**src/rtl/div_pkg.sv**
```systemverilog
// Shared state encoding and handshake constants for the multi-cycle divider.
package div_pkg;

  typedef enum logic [1:0] {
    DIV_FREE   = 2'b00,
    DIV_BYZERO = 2'b01,
    DIV_ON     = 2'b10,
    DIV_END    = 2'b11
  } div_state_t;

  localparam logic DIV_RESULT_READY     = 1'b1;
  localparam logic DIV_RESULT_NOT_READY = 1'b0;
  localparam logic DIV_START            = 1'b1;
  localparam logic DIV_STOP             = 1'b0;

endpackage

```
**src/rtl/div.sv**
```systemverilog
// Radix-2 restoring divider for DIV/DIVU: one quotient bit per cycle,
// result {remainder, quotient} held until EX drops start_i.
module div
  import div_pkg::*;
#(
  parameter int unsigned WIDTH = 32,
  parameter int unsigned CNT_W = 6
) (
  input  logic               clk,
  input  logic               rst,
  input  logic               signed_div_i,
  input  logic [WIDTH-1:0]   opdata1_i,
  input  logic [WIDTH-1:0]   opdata2_i,
  input  logic               start_i,
  input  logic               annul_i,
  output logic [2*WIDTH-1:0] result_o,
  output logic               ready_o
);

  div_state_t         state, state_n;
  logic [CNT_W-1:0]   cnt, cnt_n;
  logic [2*WIDTH:0]   work, work_n;
  logic [WIDTH-1:0]   dvsr, dvsr_n;
  logic               sgn, sgn_n;
  logic               neg_a, neg_a_n;
  logic               neg_b, neg_b_n;
  logic [2*WIDTH-1:0] result_n;
  logic               ready_n;

  logic [WIDTH:0]     diff;
  logic [WIDTH-1:0]   quo, rem;
  logic [WIDTH-1:0]   mag_a, mag_b;

  always_comb begin
    mag_a = (signed_div_i && opdata1_i[WIDTH-1]) ? ('0 - opdata1_i) : opdata1_i;
    mag_b = (signed_div_i && opdata2_i[WIDTH-1]) ? ('0 - opdata2_i) : opdata2_i;
    // work[2W:W] is the partial remainder with the next dividend bit appended
    diff  = work[2*WIDTH:WIDTH] - {1'b0, dvsr};
    quo   = (sgn && (neg_a ^ neg_b)) ? ('0 - work[WIDTH-1:0]) : work[WIDTH-1:0];
    rem   = (sgn && neg_a) ? ('0 - work[2*WIDTH:WIDTH+1]) : work[2*WIDTH:WIDTH+1];
  end

  always_comb begin
    state_n  = state;
    cnt_n    = cnt;
    work_n   = work;
    dvsr_n   = dvsr;
    sgn_n    = sgn;
    neg_a_n  = neg_a;
    neg_b_n  = neg_b;
    result_n = result_o;
    ready_n  = ready_o;
    unique case (state)
      DIV_FREE: begin
        result_n = '0;
        ready_n  = DIV_RESULT_NOT_READY;
        if (start_i == DIV_START && !annul_i) begin
          if (opdata2_i == '0) begin
            state_n = DIV_BYZERO;
          end else begin
            state_n = DIV_ON;
            cnt_n   = '0;
            sgn_n   = signed_div_i;
            neg_a_n = signed_div_i & opdata1_i[WIDTH-1];
            neg_b_n = signed_div_i & opdata2_i[WIDTH-1];
            work_n  = {{WIDTH{1'b0}}, mag_a, 1'b0};
            dvsr_n  = mag_b;
          end
        end
      end
      DIV_BYZERO: begin
        state_n  = DIV_END;
        result_n = '0;
        ready_n  = DIV_RESULT_READY;
      end
      DIV_ON: begin
        if (annul_i) begin
          state_n  = DIV_FREE;
          result_n = '0;
          ready_n  = DIV_RESULT_NOT_READY;
        end else if (cnt != CNT_W'(WIDTH)) begin
          if (diff[WIDTH])
            work_n = {work[2*WIDTH-1:0], 1'b0};
          else
            work_n = {diff[WIDTH-1:0], work[WIDTH-1:0], 1'b1};
          cnt_n = cnt + 1'b1;
        end else begin
          state_n  = DIV_END;
          result_n = {rem, quo};
          ready_n  = DIV_RESULT_READY;
          cnt_n    = '0;
        end
      end
      DIV_END: begin
        if (start_i == DIV_STOP) begin
          state_n  = DIV_FREE;
          result_n = '0;
          ready_n  = DIV_RESULT_NOT_READY;
        end
      end
      default: state_n = DIV_FREE;
    endcase
  end

  always_ff @(posedge clk) begin
    if (rst) begin
      state    <= DIV_FREE;
      cnt      <= '0;
      work     <= '0;
      dvsr     <= '0;
      sgn      <= 1'b0;
      neg_a    <= 1'b0;
      neg_b    <= 1'b0;
      result_o <= '0;
      ready_o  <= DIV_RESULT_NOT_READY;
    end else begin
      state    <= state_n;
      cnt      <= cnt_n;
      work     <= work_n;
      dvsr     <= dvsr_n;
      sgn      <= sgn_n;
      neg_a    <= neg_a_n;
      neg_b    <= neg_b_n;
      result_o <= result_n;
      ready_o  <= ready_n;
    end
  end

endmodule

```
**config.mk**
```make
export PLATFORM = sky130hd
export DESIGN_NAME = div
export DESIGN_NICKNAME = d
export VERILOG_FILES = /design/src/rtl/div_pkg.sv /design/src/rtl/div.sv
export SDC_FILE = /design/constraint.sdc
export NUM_CORES = 1
export LEC_CHECK = 0
export CORE_MARGIN = 2
export CORE_UTILIZATION = 40
export CTS_CLUSTER_DIAMETER = 30
export DETAILED_ROUTE_END_ITERATION = 16
export GPL_TIMING_DRIVEN = 0
export REMOVE_ABC_BUFFERS = 1
export SLEW_MARGIN = 15
export SYNTH_ARGS = -nofsm -noshare
export SYNTH_HDL_FRONTEND = slang
export SYNTH_SLANG_ARGS = --single-unit
```
**constraint.sdc**
```tcl
create_clock -name clk -period 3.8 [get_ports clk]
set_input_delay 0.76 -clock clk [delete_from_list [all_inputs] [get_ports clk]]
set_output_delay 0.76 -clock clk [all_outputs]
set_load 0.1 [all_outputs]
```
======== Word level (Yosys, flattened, before mapping) ========
Index checks and enable logic that the tools add are counted.
storage, ports and cells
  register bits ........................... 173
  input port bits ......................... 69
  logic and storage cells ................. 73
cells by class
  add/sub/neg operators ................... 6
  equal/unequal tests ..................... 10
  mux-type cells .......................... 29
  bitwise gates (word level) .............. 4
  reduce and logical (&&, ||, !) cells .... 15
operators with widths
  kind                   number
  $mux 65                5
  $mux 64                3
  $pmux 64 s3            1
  $pmux 65 s2            1
  $mux 32                4
  $sub 1x32->32 const A  4
  $sub 33x32->33         1
  $logic_not 32->1       1
  $mux 6                 4
  $pmux 6 s2             1
  $mux 2                 5
  $ne 2x2->1 const B     5
  $pmux 2 s4             1
  $add 6x1->6 const B    1
  $ne 6x6->1 const B     1
  $reduce_and 3->1       2
  $logic_and 1x1->1      5
  $reduce_and 5->1       1
  $eq 2x2->1 const B     2
  $pmux 1 s4             1
  $reduce_and 4->1       1
  $mux 1                 3
  $ne 3x3->1 const B     1
  $and 1x1->1            2
  8 further kinds        8

======== Logic depth before layout (Yosys ltp) ========
  depth after elaboration ................. 6
  depth in mapped cells ................... 13

======== Worst setup path after synthesis ========
Ideal clock, no wire load.
  path type ............................... input-to-reg
  from .................................... input opdata1_i[9]
  to ...................................... register work[29]
  setup time .............................. 0.078 ns
  data arrival time ....................... 2.887 ns
  data required time ...................... 3.722 ns
  setup slack ............................. 0.835 ns
  cell stages on the path ................. 9
  buffers on the path ..................... 0
  path through ............................ or4_1 -> nor4_2 -> and2_1 -> nand2_1 -> o31ai_1 -> o21ai_0 -> xnor2_1 -> o21a_1 -> nor3_1
between the ends
  longest elaborated chain between the ends .. 5
ends and longest elaborated chain
  element               line        source
  start, declared       div.sv:12   input logic [WIDTH-1:0] opdata1_i,
  $sub 1x32->32         div.sv:35   mag_a = (signed_div_i && opdata1_i[WIDTH-1]) ? ('0 - opdata1_i) : opdata1_i;
  $mux 32               div.sv:35
  $mux 65               div.sv:58   if (opdata2_i == '0) begin
  $mux 65               div.sv:57   if (start_i == DIV_START && !annul_i) begin
  $pmux 65 s2           div.sv:53   unique case (state)
  end signal, assigned  div.sv:119  work <= work_n;
  end, declared         div.sv:22   logic [2*WIDTH:0] work, work_n;
Every way passes these cells. The select of a mux whose other input is x is not followed.
A chain may end at the register's enable or synchronous reset.

======== Worst setup path in the final report ========
  from .................................... input opdata2_i[19]
  to ...................................... register work[63]
between the ends
  longest elaborated chain between the ends .. 3
ends and longest elaborated chain
  element                            line       source
  start, declared                    div.sv:13  input logic [WIDTH-1:0] opdata2_i,
  $logic_not 32->1                   div.sv:58
  $ne 2x2->1 (no source line)        n/a
  $reduce_and 5->1 (no source line)  n/a
Every way passes these cells.

==> results.md <==
* Synth Cell Area at between 10,000 and 15,000 sq um
* Slew Viols, Final at 0
* Unrepaired setup endpoints after global routing: no
* DR vias/cell at between 5 and 6
* Gr ovfl total at 0
* First-pass GRT wire length at roughly 48 mm
* TritonCTS buffer count at 17
* Power per Cell Area at around 460 nW/um^2
* Die height at 170 um
* Die area at 28,700 sq um
* Min-Delay Path Class: flop to flop
* Commonest cells in the netlist: nor2_1, dfxtp_1, nand2_1
* Initial Utilization at approximately two fifths
* Status: finished, final reports clean
* Fillers at roughly 2,600
* Final Hold Viols at 0
* Crit share post-route at 93.9%
* P_sw at about 2200 uW
* IO Count at around 130
* Mean post-synth cell area at roughly 7.7 sq um
* Routed WL at between 30 and 40 mm
* IO buf count at 133
* FFs w/ async S/R, synth at 0%
* WHS at ~450 ps
* # H-tree levels at 4
* Diodes inserted at 0
* Root Buffer: clkbuf_16
* Ys Warns at 0
* Share of the synthesized area in the top cell type at 31.6%
* Total track usage at roughly 20%
* Fmax at 0.280 GHz
* CP required at 4100 ps
* Worst Clk Skew at roughly 9.5 ps
* Routability cong. at 0.852
* Total power at roughly 6000 uW
* Crit start category: input port
* Initial antenna violation count at 0
* Post-DP HPWL at 22.2 mm
* Crit path DAT at 3870 ps
* Max Cap Violations at 0
* Drt drc at 0
* Crit-path cells: clkdlybuf4s50_1 -> or3_1 -> or4b_4 -> nor4_4 -> buf_4 -> a21oi_4 -> nor2_4 -> or3_4 -> nand2b_1 -> o21ai_1
* Dpl cells at roughly 1,800
* Ys flop type: dfxtp_1
* DIE WIDTH at 170 um
* CTS tree: yes
* FF+latch count, synth at around 170
* Leakage Power at 0.00493 uW
* Iter 0 DRT Violations at between 500 and 600
* Clock tree buffer depth at 2
* Kind of end point of the critical path: flop
* Sw Share at between 30% and 40%
* Worst Max-Slew Pin Slew at 1070 ps
* CP Class: input port to flop
* Pin count of the biggest net entering global routing at between 80 and 90
* Clock power frac at 30.1%
* Synth top area cells: dfxtp_1, xnor2_1, nor2_1
* DRT Pass-1 Iters at 5
* Layout cell share with drive strength beyond 1 at 5.40%
* Count leader, synth: nor2_1
* # clock sinks at 173
* Wire per inst at approximately 16 um
* Area growth syn-to-layout at 21.9%
* Worst relative slew slack at 28.3%
* Clk_lat worst skew at around 430 ps
* VDD IR max at between 0.0003 and 0.0004 V
* Post-Syn Instances at approximately 1,400
* Cell row count at 60
* Sequential fraction of the synthesis area at a little under a third
* Synth cell types at 67
* Sequential power share at about a third
* Max incr delay on CP at 540 ps
* TNS Setup at 0 ps
* Comb pwr share at between 30% and 40%
* Final setup viols at 0
* CP Max Fanout at 26
* EDFF count, synth at 0
* Post-route minimum period at ~3600 ps
* Synth area leader: dfxtp_1
* Fin nets at around 1,600
* Fin cells at ~1,900
* Antenna Nets Post-Route at 0
* Vias at between 10,000 and 15,000
* Worst-path clk slew at about 70 ps
* Crit-path slowest cell: or4b_4
* Core Box Area at around 27,000 sq um
* Vias in the first global route at around 9,400
* Internal at 3850 uW
placed cells by master (no fill, tap or decap), drive strengths merged, types with 5 or more instances in the layout:
master         count
nor2             178
dfxtp            173
nand2            136
clkdlybuf4s50    132
a21oi            128
o21ai            119
xnor2             82
xor2              65
inv               57
a22oi             47
ha                43
a211oi            31
nor3              29
mux2i             23
clkbuf            19
buf               19
a22o              18
nor4              18
nand2b            15
a31oi             15
o31ai             14
nand3             13
nand4             12
o21a              12
or4               12
nor2b             10
and2              10
or3               10
o41ai             10
a21o               8
o211ai             8
nand3b             6
or2                5
what timing repair did:
action | 4_1_cts | 5_1_grt
pin swaps | 2 | 2
setup buffers | 2 | 7
hold buffers | 0 | 0
cloned | 1 | 1
endpoints found under the setup margin | 61 | 39
resized for setup | 5 | 3
power by group through the flow:
stage	logic, uW	clock network (uW)	registers [uW]
5_1_grt	2380	1950	2120
2_1_floorplan	1390	0	2160
3_5_place_dp	2080	0	2140
3_3_place_gp	1960	0	2140
4_1_cts	2100	1860	2100
6_report	2150	1830	2100
worst paths after layout:
path                             start                   endpoint  slack [ps]  depth (start not counted)
max                      opdata2_i[19]      work[63]$_SDFFE_PP0P_         230                         10
min          result_o[32]$_SDFFE_PP0P_  result_o[32]$_SDFFE_PP0P_         450                          2
max reg2reg      work[33]$_SDFFE_PP0P_      work[36]$_SDFFE_PP0P_         300                         13
min reg2reg  result_o[32]$_SDFFE_PP0P_  result_o[32]$_SDFFE_PP0P_         450                          2
final cells by class:
type                            instances  area [sq um]  area share (%)
Multi-Input combinational cell       1109          7060            52.9
Timing Repair Buffer                  151          1600            12.0
Inverter                               54           203            1.52
Sequential cell                       173          3460            25.9
Clock inverter                         12           160            1.20
Tap cell                              341           427            3.19
Clock buffer                           19           443            3.31
sequential cells by signal, summed over array words and instances, names as in the netlist:
register / flops
neg_b: 1
work: 65
dvsr: 32
state: 2
ready_o: 1
sgn: 1
neg_a: 1
cnt: 6
result_o: 64
per-layer routing:
metal	vias to the layer above	global-route usage [%]	part of all wire, %
met1	4615	28.6	50
met5	-	0	0
met2	217	33.6	45
met3	30	2.38	3.1
met4	0	6.13	1.8
li1	5197	-	-
metrics by stage:
stage | worst slack [ps] | util (%) | cell area, sq um
detailed placement | -1360 | 46.8 | 12600
floorplan | -1800 | - | 10600
global route | 31.8 | 49.6 | 13400
finish | 230 | 49.6 | 13400
CTS | 19.9 | 49.2 | 13300
global placement | -5730 | 45.9 | 12400
worst max-delay path, delay by kind of cell:
family / cells / cell delay, ps
buffers and inverters: 2 / 660
AOI/OAI and AO/OA: 2 / 250
and+or+nand+nor: 6 / 2160
logic make-up after synthesis:
kind of cell	share of synthesized area (%)
fa+ha+maj	5.09
buf+inv	5.15
simple gates	19.7
flops	31.6
xor+xnor	11.7
compound gates	24.6
mux	2.10
(Power assumes the default switching activity.)
